## config.mk

```make
export PLATFORM = sky130hd
export DESIGN_NAME = logit_argmax_flat
export DESIGN_NICKNAME = d
export VERILOG_FILES = /design/src/rtl/cnn_pkg.sv /design/src/rtl/logit_argmax_if.sv /design/src/rtl/top2_tracker.sv /design/src/rtl/logit_argmax.sv /design/src/flat_wrapper.sv
export SDC_FILE = /design/constraint.sdc
export NUM_CORES = 1
export LEC_CHECK = 0
export BUFFER_PORTS_ARGS = -buffer_cell sky130_fd_sc_hd__buf_2
export CORE_ASPECT_RATIO = 1.2
export CORE_MARGIN = 2
export CORE_UTILIZATION = 50
export DETAILED_ROUTE_END_ITERATION = 16
export PLACE_DENSITY = 0.79
export SETUP_SLACK_MARGIN = 0.15
export SLEW_MARGIN = 20
export SYNTH_ARGS = -nofsm -noshare
export SYNTH_HDL_FRONTEND = slang
export SYNTH_HIERARCHICAL = 1
export SYNTH_SLANG_ARGS = --single-unit
```

## constraint.sdc

```tcl
create_clock -name clk -period 5.56 [get_ports clk]
set_input_delay 0.556 -clock clk [delete_from_list [all_inputs] [get_ports clk]]
set_output_delay 0.556 -clock clk [all_outputs]
set_load 0.005 [all_outputs]
```

## src/rtl/cnn_pkg.sv

```systemverilog
`default_nettype none
// ============================================================================
// Module   : cnn_pkg
// Purpose  : Shared sizes and FSM encoding for the classifier output stage.
// Revision : 1.0 - initial release
// ============================================================================
package cnn_pkg;

    localparam int NUM_CLASSES = 10;
    localparam int LOGIT_W     = 32;
    localparam int CLS_W       = 4;

    typedef enum logic [1:0] {
        ST_IDLE  = 2'd0,
        ST_RUN   = 2'd1,
        ST_DRAIN = 2'd2
    } argmax_state_t;

endpackage
`default_nettype wire

```

## src/rtl/logit_argmax_if.sv

```systemverilog
`default_nettype none
// ============================================================================
// Module   : logit_argmax_if
// Purpose  : Logit beat input and prediction handshake bundle.
// Revision : 1.0 - initial release
// ============================================================================
interface logit_argmax_if #(
    parameter int LOGIT_W = 32
);
    logic                      in_valid;
    logic [3:0]                in_cls;
    logic signed [LOGIT_W-1:0] in_logit;
    logic                      in_last;
    logic                      pred_valid;
    logic                      pred_ready;
    logic [3:0]                pred_cls;
    logic signed [LOGIT_W-1:0] pred_logit;
    logic [LOGIT_W:0]          pred_margin;
    logic                      frame_err;
    logic                      overrun;

    modport master (
        output in_valid, in_cls, in_logit, in_last, pred_ready,
        input  pred_valid, pred_cls, pred_logit, pred_margin, frame_err, overrun
    );

    modport slave (
        input  in_valid, in_cls, in_logit, in_last, pred_ready,
        output pred_valid, pred_cls, pred_logit, pred_margin, frame_err, overrun
    );
endinterface
`default_nettype wire

```

## src/rtl/top2_tracker.sv

```systemverilog
`default_nettype none
// ============================================================================
// Module   : top2_tracker
// Purpose  : Running max / second-max / argmax over the beats of one frame.
// Revision : 1.0 - initial release
// ============================================================================
module top2_tracker #(
    parameter int LOGIT_W = 32,
    parameter int CLS_W   = 4
) (
    input  wire logic                      clk,
    input  wire logic                      rst_n,
    input  wire logic                      load,
    input  wire logic                      update,
    input  wire logic                      first,
    input  wire logic signed [LOGIT_W-1:0] logit,
    input  wire logic [CLS_W-1:0]          cls,
    output logic signed [LOGIT_W-1:0]      nxt_max,
    output logic signed [LOGIT_W-1:0]      nxt_second,
    output logic [CLS_W-1:0]               nxt_cls
);

    logic signed [LOGIT_W-1:0] r_max;
    logic signed [LOGIT_W-1:0] r_second;
    logic [CLS_W-1:0]          r_cls;

    // Next values are exported so the final beat of a frame can be folded in
    // the same cycle it arrives. Beat 1 always replaces the second-max seeded
    // at load.
    always_comb begin
        nxt_max    = r_max;
        nxt_second = r_second;
        nxt_cls    = r_cls;
        if (load) begin
            nxt_max    = logit;
            nxt_second = logit;
            nxt_cls    = '0;
        end else if (update) begin
            if (logit > r_max) begin
                nxt_second = r_max;
                nxt_max    = logit;
                nxt_cls    = cls;
            end else if ((logit > r_second) || first) begin
                nxt_second = logit;
            end
        end
    end

    always_ff @(posedge clk or negedge rst_n) begin
        if (!rst_n) begin
            r_max    <= '0;
            r_second <= '0;
            r_cls    <= '0;
        end else if (load || update) begin
            r_max    <= nxt_max;
            r_second <= nxt_second;
            r_cls    <= nxt_cls;
        end
    end

endmodule
`default_nettype wire

```

## src/rtl/logit_argmax.sv

```systemverilog
`default_nettype none
// ============================================================================
// Module   : logit_argmax
// Purpose  : Frame checker, argmax result register and prediction handshake.
// Revision : 1.0 - initial release
// ============================================================================
module logit_argmax
    import cnn_pkg::*;
#(
    parameter int NUM_CLASSES = cnn_pkg::NUM_CLASSES,
    parameter int LOGIT_W     = cnn_pkg::LOGIT_W
) (
    input  wire logic   clk,
    input  wire logic   rst_n,
    logit_argmax_if.slave bus
);

    localparam logic [CLS_W-1:0] c_LAST_CLS = CLS_W'(NUM_CLASSES - 1);
    localparam logic [CLS_W:0]   c_NUM_CLS  = (CLS_W+1)'(NUM_CLASSES);

    argmax_state_t             r_state;
    logic [CLS_W-1:0]          r_exp_cnt;
    logic                      r_pred_valid;
    logic [CLS_W-1:0]          r_pred_cls;
    logic signed [LOGIT_W-1:0] r_pred_logit;
    logic [LOGIT_W:0]          r_pred_margin;
    logic                      r_frame_err;
    logic                      r_overrun;

    logic                      w_is_last_cls;
    logic                      w_bad_beat;
    logic                      w_load;
    logic                      w_update;
    logic                      w_complete;
    logic                      w_err;
    logic signed [LOGIT_W-1:0] w_nxt_max;
    logic signed [LOGIT_W-1:0] w_nxt_second;
    logic [CLS_W-1:0]          w_nxt_cls;
    logic [LOGIT_W:0]          w_margin;

    // A beat is malformed if out of order, out of range, or its in_last does
    // not coincide exactly with the final class index.
    always_comb begin
        w_is_last_cls = (bus.in_cls == c_LAST_CLS);
        w_bad_beat    = (bus.in_cls != r_exp_cnt)
                     || ({1'b0, bus.in_cls} >= c_NUM_CLS)
                     || (bus.in_last != w_is_last_cls);
        w_load     = 1'b0;
        w_update   = 1'b0;
        w_complete = 1'b0;
        w_err      = 1'b0;
        if (bus.in_valid) begin
            case (r_state)
                ST_IDLE: begin
                    if (w_bad_beat) w_err  = 1'b1;
                    else            w_load = 1'b1;
                end
                ST_RUN: begin
                    if (w_bad_beat) begin
                        w_err = 1'b1;
                    end else begin
                        w_update   = 1'b1;
                        w_complete = bus.in_last;
                    end
                end
                default: ;
            endcase
        end
    end

    top2_tracker #(
        .LOGIT_W (LOGIT_W),
        .CLS_W   (CLS_W)
    ) u_top2 (
        .clk        (clk),
        .rst_n      (rst_n),
        .load       (w_load),
        .update     (w_update),
        .first      (r_exp_cnt == CLS_W'(1)),
        .logit      (bus.in_logit),
        .cls        (bus.in_cls),
        .nxt_max    (w_nxt_max),
        .nxt_second (w_nxt_second),
        .nxt_cls    (w_nxt_cls)
    );

    assign w_margin = {w_nxt_max[LOGIT_W-1], w_nxt_max}
                    - {w_nxt_second[LOGIT_W-1], w_nxt_second};

    always_ff @(posedge clk or negedge rst_n) begin
        if (!rst_n) begin
            r_state       <= ST_IDLE;
            r_exp_cnt     <= '0;
            r_pred_valid  <= 1'b0;
            r_pred_cls    <= '0;
            r_pred_logit  <= '0;
            r_pred_margin <= '0;
            r_frame_err   <= 1'b0;
            r_overrun     <= 1'b0;
        end else begin
            r_frame_err <= w_err;

            if (w_err) begin
                r_exp_cnt <= '0;
                r_state   <= bus.in_last ? ST_IDLE : ST_DRAIN;
            end else if (w_load) begin
                r_exp_cnt <= CLS_W'(1);
                r_state   <= ST_RUN;
            end else if (w_complete) begin
                r_exp_cnt <= '0;
                r_state   <= ST_IDLE;
            end else if (w_update) begin
                r_exp_cnt <= r_exp_cnt + CLS_W'(1);
            end else if (r_state == ST_DRAIN && bus.in_valid && bus.in_last) begin
                r_state <= ST_IDLE;
            end

            // A completing frame wins over acceptance of the pending result.
            if (w_complete) begin
                r_pred_valid  <= 1'b1;
                r_pred_cls    <= w_nxt_cls;
                r_pred_logit  <= w_nxt_max;
                r_pred_margin <= w_margin;
                if (r_pred_valid && !bus.pred_ready) r_overrun <= 1'b1;
            end else if (r_pred_valid && bus.pred_ready) begin
                r_pred_valid <= 1'b0;
            end
        end
    end

    assign bus.pred_valid  = r_pred_valid;
    assign bus.pred_cls    = r_pred_cls;
    assign bus.pred_logit  = r_pred_logit;
    assign bus.pred_margin = r_pred_margin;
    assign bus.frame_err   = r_frame_err;
    assign bus.overrun     = r_overrun;

endmodule
`default_nettype wire
```

## src/flat_wrapper.sv

```systemverilog
// flat-port wrapper written by rule: the top's interface ports become plain ports
module logit_argmax_flat import cnn_pkg::*;
#(
    parameter int NUM_CLASSES = cnn_pkg::NUM_CLASSES,
    parameter int LOGIT_W     = cnn_pkg::LOGIT_W
)
  (clk, rst_n, bus_in_valid, bus_in_cls, bus_in_logit, bus_in_last, bus_pred_ready, bus_pred_valid, bus_pred_cls, bus_pred_logit, bus_pred_margin, bus_frame_err, bus_overrun);
  logit_argmax_if #(.LOGIT_W(LOGIT_W)) bus_i ();
  input  wire logic clk;
  input  wire logic rst_n;
  input wire logic [$bits(bus_i.in_valid)-1:0] bus_in_valid;
  input wire logic [$bits(bus_i.in_cls)-1:0] bus_in_cls;
  input wire logic [$bits(bus_i.in_logit)-1:0] bus_in_logit;
  input wire logic [$bits(bus_i.in_last)-1:0] bus_in_last;
  input wire logic [$bits(bus_i.pred_ready)-1:0] bus_pred_ready;
  output wire logic [$bits(bus_i.pred_valid)-1:0] bus_pred_valid;
  output wire logic [$bits(bus_i.pred_cls)-1:0] bus_pred_cls;
  output wire logic [$bits(bus_i.pred_logit)-1:0] bus_pred_logit;
  output wire logic [$bits(bus_i.pred_margin)-1:0] bus_pred_margin;
  output wire logic [$bits(bus_i.frame_err)-1:0] bus_frame_err;
  output wire logic [$bits(bus_i.overrun)-1:0] bus_overrun;
  assign bus_i.in_valid = bus_in_valid;
  assign bus_i.in_cls = bus_in_cls;
  assign bus_i.in_logit = bus_in_logit;
  assign bus_i.in_last = bus_in_last;
  assign bus_i.pred_ready = bus_pred_ready;
  assign bus_pred_valid = bus_i.pred_valid;
  assign bus_pred_cls = bus_i.pred_cls;
  assign bus_pred_logit = bus_i.pred_logit;
  assign bus_pred_margin = bus_i.pred_margin;
  assign bus_frame_err = bus_i.frame_err;
  assign bus_overrun = bus_i.overrun;
  logit_argmax #(.NUM_CLASSES(NUM_CLASSES), .LOGIT_W(LOGIT_W)) u_core (.clk(clk), .rst_n(rst_n), .bus(bus_i));
endmodule
```

# Word level (Yosys, flattened, before mapping)
# Cells that the tools add are included.
[totals]
ff_bits = 146
input_bits = 41
out_inout_bits = 72
wordCells = 72
[classes]
addsub = 2
order_cmp = 3
n_eq_ne = 7
mux = 33
n_reduce_logical = 16
[op_table]
columns = ["op", "n"]
rows = [
  ["$mux 32", 7],
  ["$gt 32x32->1", 2],
  ["$sub 32x32->33", 1],
  ["$mux 4", 7],
  ["$mux 1", 13],
  ["$mux 2", 6],
  ["$reduce_bool 4->1", 2],
  ["$add 4x1->4 const B", 1],
  ["$eq 4x1->1 const B", 1],
  ["$eq 4x4->1 const B", 1],
  ["$ge 4x4->1 const B", 1],
  ["$logic_and 1x1->1", 4],
  ["$logic_or 1x1->1", 4],
  ["$ne 4x2->1 const B", 1],
  ["$ne 4x4->1", 1],
  ["$reduce_and 2->1", 2],
  ["$eq 2x1->1 const B", 1],
  ["$eq 2x2->1 const B", 1],
  ["$logic_not 2->1", 1],
  ["$reduce_bool 2->1", 1],
  ["$reduce_or 2->1", 1],
  ["$logic_not 1->1", 1],
  ["$ne 1x1->1", 1],
]

# Longest topological paths before layout
# Gate-level depths: netlist (run 1).
[logic_depth]
word_depth = 10
depth_mapped = 23
mapped_depth_nobuf = 20

# By module
# Netlist (run 1), hierarchy kept.
[modules_own_cells]
columns = ["mod", "n_inst", "cells_each", "area_each_um2", "seq_area_each_um2"]
rows = [
  ["top2_tracker", 1, 578, 5704.2, 1701.6],
  ["logit_argmax", 1, 613, 5029.8, 1951.9],
]

# Least setup slack after synthesis (run 1)
# OpenSTA, ideal clock, no wires.
[synth_timing]
path_type = "input -> register"
startpoint = "input port bus_in_last"
endpoint = "register u_core.r_pred_margin[27] (netlist: u_core/bus.pred_margin[27])"
setup_ns = 0.124
arrival_time_ns = 4.730
required_ns = 5.436
slack_ns = 0.706
cell_stages = 22
path_buffers = 5
cell_sequence = "buf_6 or3_4 a211oi_2 o2111a_1 buf_4 nand2_1 nor2_1 clkbuf_1 clkinv_1 and3_1 buf_2 buf_2 a211oi_1 inv_1 ha_1 and2_1 a221oi_2 a31oi_1 a211o_1 a31oi_4 nor4_1 a211o_1"
[synth_between]
word_cells_on_any_way = 15
cone_classes = "add/sub (1); eq/ne (1); mux (12); reduce/logical (1)"
[synth_rtl]
columns = ["element", "line_no", "source"]
rows = [
  ["start: declaration", "flat_wrapper.sv:14", "input wire logic [$bits(bus_i.in_last)-1:0] bus_in_last;"],
  ["$ne 1x1->1", "logit_argmax.sv:47", "|| (bus.in_last != w_is_last_cls);"],
  ["$logic_or 1x1->1", "logit_argmax.sv:47", ""],
  ["$mux 1", "logit_argmax.sv:55", "if (w_bad_beat) w_err = 1'b1;"],
  ["$mux 1", "logit_argmax.sv:53", "case (r_state)"],
  ["$mux 1", "logit_argmax.sv:52", "if (bus.in_valid) begin"],
  ["net u_core.w_load", "logit_argmax.sv:32", "logic w_load;"],
  ["$mux 32", "top2_tracker.sv:34", "if (load) begin"],
  ["net u_core.w_nxt_second[4]", "logit_argmax.sv:37", "logic signed [LOGIT_W-1:0] w_nxt_second;"],
  ["$sub 32x32->33", "logit_argmax.sv:88", "- {w_nxt_second[LOGIT_W-1], w_nxt_second};"],
  ["end signal: assignment", "logit_argmax.sv:123", "r_pred_margin <= w_margin;"],
  ["end: declaration", "logit_argmax.sv:26", "logic [LOGIT_W:0] r_pred_margin;"],
]
# The timed path passes the listed nets, and every way through them passes these cells.
# A chain may end at the register's enable or synchronous reset.

# Worst setup path in the final report (run 1)
[layout_timing]
startpoint = "register u_core.u_top2.r_second[14]"
endpoint = "register u_core.r_pred_margin[30] (netlist: u_core/bus.pred_margin[30])"
[layout_between]
elab_chain_cells = 7
[layout_rtl]
columns = ["element", "line_no", "source"]
rows = [
  ["start: declaration", "top2_tracker.sv:24", "logic signed [LOGIT_W-1:0] r_second;"],
  ["start signal: assignment", "top2_tracker.sv:56", "r_second <= nxt_second;"],
  ["$gt 32x32->1", "top2_tracker.sv:43", "end else if ((logit > r_second) || first) begin"],
  ["$logic_or 1x1->1", "top2_tracker.sv:43", ""],
  ["$mux 32", "top2_tracker.sv:43", ""],
  ["$mux 32", "top2_tracker.sv:39", "if (logit > r_max) begin"],
  ["$mux 32", "top2_tracker.sv:38", "end else if (update) begin"],
  ["$mux 32", "top2_tracker.sv:34", ""],
  ["net u_core.w_nxt_second[24]", "logit_argmax.sv:37", ""],
  ["$sub 32x32->33", "logit_argmax.sv:88", ""],
]
# The timed path passes the listed nets, and every way through them passes these cells.

==> run summary, run 1 <==
Status = finished, final reports clean
Initial DRC Count = 880
VDD IR max = 0.223 mV
Die Footprint = 22,700 µm²
Synth top area share = 34.0%
Hold Crit Class = input port to asynchronous set/reset pin
Clk root buf = clkbuf_16
Clock power frac = 35.9%
Clk Latency, worst-skew pair = 430 ps
Initial core utilization = 51.0%
Internal power = 0.00219 W
Crit path cell chain = inv_1, ha_1, nand4_1, or3_1, o221ai_1, a211oi_1, o311ai_4, buf_4, a221oi_1, a211oi_1, inv_1, ha_1, buf_4, o21ai_0, o21bai_1, a2111o_1, a31oi_1, and3_1, mux2i_1, o311ai_1
Compound-gate portion of the synthesized area = 21.1%
Core area = 21,000 µm²
F_max = 193 MHz
Die X = 138 µm
Tmin final = 5180 ps
First-pass GRT wire length = 48.3 mm
Sw Pwr = 0.00101 W
Sequential share of power = 34.5%
Largest family of logic cells by synthesized area = compound AO/OA/AOI/OAI gates
Simple-Gate Fraction of Synth Area = 14.7%
All-Layer GR Usage = 27.0%
Largest stage delay on the critical path = 530 ps
Final Hold Viols = 0
Nets = 1,465
Layout area overhead = 15.9%
CTS tree = built
Fin crit share = 93.1%
Largest net degree at the start of global routing = 103
Final setup violation count = 0
Pwr Density = 258 nW/µm²
Initial antenna violation count = 3
Critical Path Slowest Stage Cell = o311ai_4
Number of global-route vias before repair = 9,556
Arrival time at the worst endpoint = 5500 ps
Post-route antenna net violation count = 0
Post-Syn Instances = 1,191
Avg Cell Area, Syn = 9.01 µm²
Gpl congestion = 0.936
Num ports = 113
Rows = 58
H-Tree Depth = 4
Port bufs = 112
Tot Pwr = 0.00320 W
Cell area after synthesis = 10,700 µm²
XOR/XNOR Fraction of Synth Area = 2.28%
Crit start category = flop
Max-slew violation count = 0
Synth Area in Adders = 11.6%
Setup TNS = 0 ps
Max_slew headroom = 34.9%
Sw Share = 31.7%
Top cells by area, synth = dfrtp_1, ha_1, mux2_4, nand2_1, a211oi_1
Count of cell types in the netlist = 65
Fraction of layout cells with a size suffix above 1 = 21.9%
First-pass iteration count of the detailed router = 5
Die Y = 165 µm
Gr ovfl total = 0
Routed vias/inst = 6.05
Combinational power share = 29.6%
Routed WL per cell = 18.5 µm
Post-route DRC = 0
Leak Pwr = 6.04 nW
Via count = 9,722
Worst setup path class = flop to flop
Worst Skew = 7.82 ps
Max Cap Viol = 0
Yosys top cell by area = dfrtp_1
Number of enable flip-flop cells after synthesis = 0
Hold-fix buffers, CTS = 0
Synth Flop Type = dfrtp_1
Number of synthesized register bits = 146
CP Capture Type = flop
Clk buf depth = 2
Ys async rst share = 100%
Seq/Total Area, Yosys = 34.0%
Worst slew pin tran = 976 ps
Post-synthesis mux area share = 9.01%
Fillcell total = 1,845
Worst Path Max Fanout = 12
Worst Path Required = 5880 ps
Worst-path clk slew = 60 ps
Mapped Nets = 1,331
WL final = 29.7 mm
TritonCTS Buffers = 17
Dpl hpwl = 21.9 mm
RSZ-0062 raised after global routing = false
Yosys warns = 6
Clk sinks = 146
## cell type report
class                   instances  area (µm²)  area share [%]
flip-flops and latches        146        3650            29.4
multi-input cells             876        6370            51.2
well taps                     270         338            2.72
diodes                          2        5.00          0.0402
clock inverters                 8         103           0.825
inverters                     108         405            3.26
clock buffers                  22         474            3.81
repair buffers                176        1080            8.72
## final timing paths
kind	depth (start not counted)	slack (ps)	endpoint	start
hold reg to reg	2	460	u_core/bus.pred_logit[14]	u_core/bus.pred_logit[14]
setup / recovery	20	380	u_core/bus.pred_margin[30]	u_core/u_top2/r_second[14]
hold / removal	1	250	u_core/u_top2/r_max[7]	rst_n
setup reg to reg	20	380	u_core/bus.pred_margin[30]	u_core/u_top2/r_second[14]
min in group clk	3	400	u_core/bus.pred_valid	bus_pred_ready
max in group asynchronous	2	4190	u_core/bus.pred_margin[24]	rst_n
## power groups by stage
stage / Clock (W) / Sequential (W) / Combinational, W
2_1_floorplan: 0 / 0.00112 / 0.000626
3_3_place_gp: 0 / 0.00112 / 0.000904
3_5_place_dp: 0 / 0.00112 / 0.000920
4_1_cts: 0.00117 / 0.00110 / 0.000926
5_1_grt: 0.00120 / 0.00111 / 0.00105
6_report: 0.00115 / 0.00110 / 0.000948
## per-stage QoR
step | util [%] | cell area, µm² | hold WS [ps] | instances | worst slack [ps]
2_1_floorplan | - | 10700 | 260 | 1191 | 706
3_3_place_gp | 56.0 | 11800 | 444 | 1573 | 220
3_5_place_dp | 56.0 | 11800 | 451 | 1573 | 184
4_1_cts | 58.7 | 12400 | 292 | 1603 | 437
5_1_grt | 59.1 | 12400 | 334 | 1608 | 160
6_report | 59.1 | 12400 | 251 | 1608 | 381
## cell families (layout without fill, tap and decap cells)
| group | Yosys count | in the layout |
|---|---|---|
| mux | 67 | 67 |
| other cells | 0 | 2 |
| compound gates | 339 | 339 |
| buf+inv | 169 | 314 |
| xor+xnor | 28 | 28 |
| simple gates | 343 | 343 |
| flops | 146 | 146 |
| fa+ha+maj | 99 | 99 |
## critical path: cells and delay by family (launching register included)
kind	cells	cell delay [ps]
and+or+nand+nor	3	810
DFF	1	370
AOI/OAI and AO/OA	10	2510
adders and majority gates	2	640
buffers and inverters	4	650
muxes	1	70
## cells in the final DEF, fill, tap and decap left out, types with 3 or more instances in the layout
master / instances
o21ai_1: 4
mux2i_1: 3
o221ai_1: 3
nand4_1: 23
mux2_2: 5
o21bai_1: 6
a31o_2: 8
o22ai_1: 17
or3_1: 21
buf_2: 111
a21oi_1: 69
mux2_4: 58
nor2b_1: 5
ha_1: 98
o21a_1: 4
nand3_1: 15
nand2b_1: 10
clkbuf_16: 17
inv_1: 107
a21o_1: 6
nand2_1: 204
a221oi_1: 33
buf_4: 61
dfrtp_1: 146
o211ai_1: 5
clkbuf_8: 3
nor3b_1: 6
and2_1: 3
xnor2_1: 10
buf_12: 3
nor2_1: 33
a31oi_1: 5
and3_1: 6
o21ai_0: 79
a211o_1: 6
xor2_1: 18
a211oi_1: 70
nor4_1: 5
a221oi_2: 3
## routing by layer
| layer | global-route usage [%] | part of all wire (%) | routed length [µm] | vias up |
|---|---|---|---|---|
| li1 | - | - | - | 4574 |
| met1 | 36.1 | 44 | 13000 | 4695 |
| met2 | 43.8 | 47 | 14100 | 382 |
| met3 | 4.24 | 6.0 | 1790 | 69 |
| met4 | 10.8 | 2.9 | 850 | 2 |
| met5 | 0 | 0.044 | 13 | - |
## sequential cells by signal (all words and copies together), names as in the netlist
signal and cells:
u_core/bus.pred_logit 32, u_core/bus.pred_cls 4, u_core/bus.pred_margin 33, u_core/bus.overrun 1
u_core/u_top2/r_max 32, u_core/r_exp_cnt 4, u_core/bus.pred_valid 1, u_core/u_top2/r_cls 4
u_core/bus.frame_err 1, u_core/r_state 2, u_core/u_top2/r_second 32
## synth_stat cells, types with 22 or more instances
master and number:
nand2_1 204, dfrtp_1 146, inv_1 107, ha_1 98, o21ai_0 79, a211oi_1 70, a21oi_1 69, mux2_4 58
a221oi_1 35, nor2_1 33, nand4_1 23, buf_2 22
## timing repair
| action | 4_1_cts | 5_1_grt |
|---|---|---|
| buffers inserted | 0 | 3 |
| resized for setup | 0 | 6 |
| setup endpoints to repair | 0 | 7 |
Note: power is estimated with default switching activity, not from simulation.
==> inputs of run 2 (changes only) <==
--- a/config.mk
+++ b/config.mk
@@ -10,6 +10,7 @@
 export CORE_MARGIN = 2
 export CORE_UTILIZATION = 50
 export DETAILED_ROUTE_END_ITERATION = 16
+export GPL_TIMING_DRIVEN = 0
 export PLACE_DENSITY = 0.79
 export SETUP_SLACK_MARGIN = 0.15
 export SLEW_MARGIN = 20
==> run 2 against run 1 <==
  * Clock power barely moved
  * Global-route usage fell by 0.37 points
  * Sequential cell count did not move
  * Critical path type unchanged
  * Routed wire length rose by 2.2%
  * Sequential share of layout area barely moved
  * Register-to-register slack got worse by 100 ps
  * Utilization rose by 0.083 points
==> run summary, run 2 (synthesis gave the netlist of run 1 again) <==
Worst Path Required = 5840 ps (-40 ps)
Die Y = 165 µm (unchanged)
Rows = 58 (unchanged)
RR Endpoint = u_core/bus.pred_margin[29]
Initial core utilization = 51.0% (unchanged)
Max Cap Viol = 0 (unchanged)
VDD IR max = 0.217 mV (-2.9%)
Most frequent cells in the layout = nand2_1, dfrtp_1, buf_2
Crit path cell chain = inv_1, ha_1, nand4_1, nor4_1, a211o_1, a31oi_2, mux2i_2, and3_1, buf_2, buf_2, a211oi_2, inv_1, ha_1, clkbuf_1, a21oi_1, o21ai_0, a2111oi_0, o221ai_1, a31oi_1, xor2_1, o21ai_0
Sw Share = 32.7% (+1.1 points)
Post-route DRC = 0 (unchanged)
Fin crit share = 95.0% (+1.8 points)
Leak Pwr = 6.00 nW (-0.53%)
Num ports = 113 (unchanged)
Gr ovfl total = 0 (unchanged)
Final setup violation count = 0 (unchanged)
WL final = 30.4 mm (+2.2%)
Largest net degree at the start of global routing = 77 (-25%)
Arrival time at the worst endpoint = 5560 ps (+60 ps)
Clk Latency, worst-skew pair = 430 ps (about the same)
Die X = 138 µm (unchanged)
CTS tree = built
H-Tree Depth = 4 (unchanged)
F_max = 189 MHz (-1.9%)
Max reg flops = 33 (unchanged)
Hold-fix buffers, CTS = 0 (unchanged)
Internal power = 0.00213 W (-2.5%)
Routed vias/inst = 6.03 (-0.29%)
All-Layer GR Usage = 26.6% (-0.37 points)
FF-to-FF setup slack = 280 ps (-100 ps)
Final Util = 59.2% (+0.083 points)
Core area = 21,000 µm² (unchanged)
Initial DRC Count = 1,056 (+20%)
Largest stage delay on the critical path = 560 ps (+30 ps)
Via count = 9,694 (-0.29%)
Fillcell total = 1,827 (-0.98%)
CP bufs+invs = 5 (+1)
Commonest non-fill, non-tap cell in the layout = nand2_1
Max_slew headroom = 57.3% (+22 points)
CP Capture Type = flop
Worst-path clk slew = 60 ps (about the same)
Status = finished, final reports clean
Clk buf depth = 2 (unchanged)
Combinational power share = 29.8% (+0.2 points)
Initial antenna violation count = 1 (-2)
Final Hold Viols = 0 (unchanged)
Worst slew pin tran = 639 ps (-337 ps)
Worst setup path class = flop to flop
Gpl congestion = 0.926 (-1.0%)
CP top delay family = compound AO/OA/AOI/OAI gates
Hold Crit Class = input port to asynchronous set/reset pin
Layout area overhead = 16.0%
Port bufs = 111 (-0.89%)
Tmin final = 5280 ps (+103 ps)
Sequential share of power = 34.8% (+0.3 points)
Crit start category = flop
Nets = 1,465 (unchanged)
Fraction of layout cells with a size suffix above 1 = 22.4% (+0.51 points)
TritonCTS Buffers = 17 (unchanged)
First-pass GRT wire length = 47.2 mm (-2.3%)
Clk root buf = clkbuf_16
Die Footprint = 22,700 µm² (unchanged)
Sw Pwr = 0.00104 W (+2.4%)
Clock power frac = 35.4% (-0.5 points)
Dpl hpwl = 22.8 mm (+4.0%)
Routed WL per cell = 18.9 µm (+2.2%)
Clk sinks = 146 (unchanged)
Setup TNS = 0 ps (unchanged)
First-pass iteration count of the detailed router = 8 (+3)
RSZ-0062 raised after global routing = true
Max-slew violation count = 0 (unchanged)
Pwr Density = 255 nW/µm² (-1.1%)
Worst reg2reg path depth = 21 (+5.0%)
Worst Skew = 8.48 ps (+0.663 ps)
Post-route antenna net violation count = 0 (unchanged)
Number of global-route vias before repair = 9,175 (-4.0%)
Worst Path Max Fanout = 10 (-2)
Critical Path Slowest Stage Cell = nor4_1
Worst flop-to-flop path startpoint = u_core/u_top2/r_max[11]
==> run 2: cell count changes in the layout (fill, tap and decap cells not counted), moves of 3 or more <==
| cell | before | now |
|---|---|---|
| clkbuf_4 | 0 | 4 |
| a21oi_1 | 69 | 66 |
| a21oi_2 | 0 | 3 |
| buf_2 | 111 | 127 |
| buf_8 | 0 | 3 |
| clkbuf_1 | 2 | 19 |
| buf_4 | 61 | 9 |
| clkbuf_2 | 0 | 4 |
| buf_6 | 1 | 10 |
| a211oi_1 | 70 | 59 |
| a211oi_2 | 1 | 11 |
==> run 2: worst max-delay path by stage <==
stage	from	to	slack [ps]	cells past startpoint
floorplan	bus_in_last	u_core/bus.pred_margin[27]	710	22
global placement	bus_in_cls[3]	u_core/bus.pred_margin[22]	-500	22
detailed placement	bus_in_logit[31]	u_core/bus.pred_margin[22]	-600	22
CTS	u_core/u_top2/r_second[27]	u_core/bus.pred_margin[26]	140	21
global route	u_core/u_top2/r_max[14]	u_core/bus.pred_margin[29]	90	21
finish	u_core/u_top2/r_max[11]	u_core/bus.pred_margin[29]	280	21
==> run 2: cell type report <==
| class | instances | area, µm² | share of cell area [%] |
|---|---|---|---|
| Multi-Input combinational cell | 876 | 6470 | 51.9 |
| Sequential cell | 146 | 3650 | 29.3 |
| Timing Repair Buffer | 116 | 623 | 5.00 |
| Clock buffer | 23 | 488 | 3.92 |
| Inverter | 108 | 408 | 3.28 |
| Buffer | 60 | 399 | 3.20 |
| Tap cell | 270 | 338 | 2.71 |
| Clock inverter | 8 | 75.1 | 0.603 |
| Antenna cell | 1 | 2.50 | 0.0201 |
==> run 2: repair_timing <==
item | in CTS | in global routing
gates resized for setup | 7 | 42
buffers inserted | 1 | 3
pin swaps | 1 | 5
endpoints found under the setup margin | 16 | 18
==> run 2: layer usage <==
| metal | up-vias | wire [µm] | global-route usage [%] |
|---|---|---|---|
| li1 | 4587 | - | - |
| met1 | 4575 | 13100 | 35.4 |
| met2 | 460 | 14400 | 44.3 |
| met3 | 72 | 2070 | 4.39 |
| met4 | 0 | 806 | 8.58 |
| met5 | - | 0 | 0 |
==> run 2: power by group through the flow <==
stage	logic, W	clock network (W)	registers, W
3_3_place_gp	0.000840	0	0.00112
4_1_cts	0.000872	0.00114	0.00110
6_report	0.000945	0.00112	0.00110
5_1_grt	0.00103	0.00118	0.00111
2_1_floorplan	0.000626	0	0.00112
3_5_place_dp	0.000856	0	0.00112
==> run 2: through the flow <==
step                      hold slack [ps]  worst slack, ps  std cells  power (W)  cell area, µm²
after global routing                  129             86.9       1608    0.00332           12500
final                                68.2              279       1608    0.00317           12500
after floorplan                       260              706       1191    0.00174           10700
after detailed placement              451             -600       1573    0.00198           11700
after CTS                             110              138       1605    0.00311           12300
after global placement                446             -495       1572    0.00196           11600
==> inputs of run 3 (changes only) <==
--- a/config.mk
+++ b/config.mk
@@ -5,13 +5,14 @@
 export SDC_FILE = /design/constraint.sdc
 export NUM_CORES = 1
 export LEC_CHECK = 0
+export ABC_AREA = 1
 export BUFFER_PORTS_ARGS = -buffer_cell sky130_fd_sc_hd__buf_2
 export CORE_ASPECT_RATIO = 1.2
 export CORE_MARGIN = 2
 export CORE_UTILIZATION = 50
 export DETAILED_ROUTE_END_ITERATION = 16
 export GPL_TIMING_DRIVEN = 0
-export PLACE_DENSITY = 0.79
+export PLACE_DENSITY = 0.78
 export SETUP_SLACK_MARGIN = 0.15
 export SLEW_MARGIN = 20
 export SYNTH_ARGS = -nofsm -noshare
==> constraint.sdc (replaced) <==
create_clock -name clk -period 5.56 [get_ports clk]
set_input_delay 0.556 -clock clk [delete_from_list [all_inputs] [get_ports clk]]
set_output_delay 0.556 -clock clk [all_outputs]
set_load 0.1 [all_outputs]
==> run 3 against run 2 <==
  * First-iteration DRC count is 9.2% lower
  * Sequential share of layout area decreased by 1.1 points
  * Combinational power increased to 3.1 times the previous value
  * Non-clock buffer count down 9
  * Via count up 18%
==> run summary, run 3 <==
Number of synthesized register bits = 146 (unchanged)
Die Y = 169 µm (+2.7%)
Core area = 22,400 µm² (+6.3%)
CP Capture Type = flop
Worst-path clk slew = 60 ps (about the same)
Largest stage delay on the critical path = 450 ps (-110 ps)
Fin crit share = 86.2% (-8.8 points)
GR Layer Usage met2 = 46.8% (+2.4 points)
Via count = 11,400 (+18%)
Clk sinks = 146 (unchanged)
All-Layer GR Usage = 27.2% (+0.61 points)
Most frequent cells in the layout = nand2_1, inv_1, dfrtp_1
VDD IR max = 0.212 mV (-1.9%)
Max-slew violation count = 0 (unchanged)
Status = finished, final reports clean
Rows = 60 (+3.4%)
Cell area after synthesis = 11,300 µm² (+5.5%)
Commonest non-fill, non-tap cell in the layout = nand2_1
Die X = 141 µm (+2.6%)
Setup TNS = 0 ps (unchanged)
Pwr Density = 427 nW/µm² (+68%)
Port bufs = 112 (+0.90%)
Routed WL per cell = 14.9 µm (-21%)
Post-route antenna net violation count = 0 (unchanged)
Pre-CTS setup slack = 609 ps (+1210 ps)
Post-route DRC = 0 (unchanged)
First-pass GRT wire length = 51.9 mm (+10%)
Top cells by area, synth = dfrtp_1, nand2_1, ha_1, inv_1, nand3_1
Fillcell total = 2,143 (+17%)
Nets = 1,994 (+36%)
N_diodes = 0 (-1)
CTS resizes = 0 (-7)
First-pass iteration count of the detailed router = 6 (-2)
Yosys top cell by area = dfrtp_1
Avg Cell Area, Syn = 6.58 µm² (-27%)
Count of cell types in the netlist = 39 (-40%)
Post-Syn Instances = 1,722 (+45%)
Worst Skew = 11.9 ps (+3.44 ps)
# Post-CTS Setup Buffers = 0 (-1)
Seq/Total Area, Yosys = 32.3% (-1.8 points)
Clk Latency, worst-skew pair = 440 ps (about the same)
Number of global-route vias before repair = 10,700 (+17%)
Crit start category = flop
Top cell by count, worst path = nand2_1
Largest net degree at the start of global routing = 99 (+29%)
Yosys warns = 6 (unchanged)
WL final = 32.0 mm (+5.3%)
Initial antenna violation count = 0 (-1)
GRT Max-Usage Layer = met2
Tmin final = 4790 ps (-489 ps)
Dpl hpwl = 25.1 mm (+10%)
Fraction of layout cells with a size suffix above 1 = 9.86% (-13 points)
Routed vias/inst = 5.32 (-12%)
Final worst setup slack = 768 ps (+489 ps)
Top-count cell post-synth = nand2_1
Initial DRC Count = 959 (-9.2%)
Gr ovfl total = 0 (unchanged)
Worst setup path class = flop to flop
Worst Path Max Fanout = 10 (unchanged)
Worst Path Required = 5880 ps (+40 ps)
Gpl congestion = 0.951 (+2.6%)
Leak Pwr = 7.77 nW (+29%)
M3 GR Usage = 4.81% (+0.42 points)
Mapped Nets = 1,862 (+40%)
Clk buf depth = 2 (unchanged)
Max Cap Viol = 0 (unchanged)
Most frequent cells after synthesis = nand2_1, inv_1, dfrtp_1
Num ports = 113 (unchanged)
CTS tree = built
Hold Crit Class = input port to asynchronous set/reset pin
TritonCTS Buffers = 17 (unchanged)
Ys async rst share = 100% (unchanged)
H-Tree Depth = 4 (unchanged)
Number of enable flip-flop cells after synthesis = 0 (unchanged)
Clk root buf = clkbuf_16
GR Util met1 = 34.8% (-0.55 points)
Synth Flop Type = dfrtp_1
Arrival time at the worst endpoint = 5120 ps (-440 ps)
Initial core utilization = 50.6% (-0.37 points)
Max reg flops = 33 (unchanged)
Synth top area share = 32.3% (-1.8 points)
Hold-fix buffers, CTS = 0 (unchanged)
Worst slew pin tran = 621 ps (-18.1 ps)
F_max = 209 MHz (+10%)
Critical Path Slowest Stage Cell = fa_1
Layout area overhead = 14.3%
Final setup violation count = 0 (unchanged)
Die Footprint = 23,900 µm² (+5.4%)
RSZ-0062 raised after global routing = false
Final Hold Viols = 0 (unchanged)
Max_slew headroom = 58.2% (+0.92 points)
-- run 3: changes by cell type after synthesis, sizes merged, moves of 32 or more --
cell,previous run,this run
inv,107,286
nor2,33,91
a221oi,36,0
a22oi,0,32
mux2,63,0
nand2,204,675
nand3,15,101
a211oi,71,0
-- run 3: final timing paths --
path,start,endpoint,slack [ps],depth (start not counted)
max in group asynchronous,rst_n,u_core/bus.pred_logit[14],4680,2
max reg2reg,u_core/u_top2/r_max[31],u_core/bus.pred_margin[22],770,25
min in group clk,bus_pred_ready,u_core/bus.pred_valid,310,2
max,u_core/u_top2/r_max[31],u_core/bus.pred_margin[22],770,25
min reg2reg,u_core/bus.overrun,u_core/bus.overrun,450,1
min,rst_n,u_core/bus.pred_margin[1],30,1
-- run 3: metal layers --
metal  routed length (µm)  vias up
li1                     -     5680
met1                13700     5269
met2                15400      398
met3                 2060       68
met4                  811        0
met5                    0        -
-- run 3: where the power goes --
part | switching [W] | internal, W | total, W
sequential | 0.0000800 | 0.00122 | 0.00130
clock | 0.000472 | 0.000851 | 0.00132
combinational | 0.00192 | 0.000990 | 0.00291
-- run 3: cell families (layout without fill, tap and decap cells) --
family / count (synthesis) / after routing / synth area share (%)
buffers and inverters: 340 / 484 / 12.0
AO/OA/AOI/OAI: 187 / 187 / 9.19
flip-flops: 146 / 146 / 32.3
adder cells (fa/ha/maj): 99 / 99 / 11.0
AND/OR/NAND/NOR: 933 / 933 / 34.3
XOR/XNOR: 17 / 17 / 1.31
-- run 3: critical path: cells and delay by family (launching register included) --
family                   cells  cell delay (ps)
adder cells (fa/ha/maj)      2              820
AND/OR/NAND/NOR             18             2580
AO/OA/AOI/OAI                1              410
flip-flops                   1              330
buffers and inverters        4              510
-- run 3: stage by stage --
| stage | instance area [µm²] | hold WS, ps | util, % | instances | power (W) |
|---|---|---|---|---|---|
| 6_report | 12900 | 26.1 | 57.9 | 2145 | 0.00553 |
| 5_1_grt | 12900 | 50.9 | 57.9 | 2145 | 0.00600 |
| 4_1_cts | 12900 | 35.7 | 57.9 | 2145 | 0.00551 |
| 3_5_place_dp | 12300 | 441 | 54.9 | 2114 | 0.00416 |
| 3_3_place_gp | 12200 | 433 | 54.7 | 2113 | 0.00408 |
| 2_1_floorplan | 11300 | 260 | - | 1722 | 0.00347 |
-- run 3: cell type report --
class                           instances  area [µm²]  share of cell area [%]
Buffer                                 54         280                    2.16
Multi-Input combinational cell       1236        6320                    48.8
Clock inverter                         13         233                    1.80
Clock buffer                           18         439                    3.39
Sequential cell                       146        3650                    28.2
Tap cell                              279         349                    2.70
Timing Repair Buffer                  113         598                    4.62
Inverter                              286        1070                    8.29
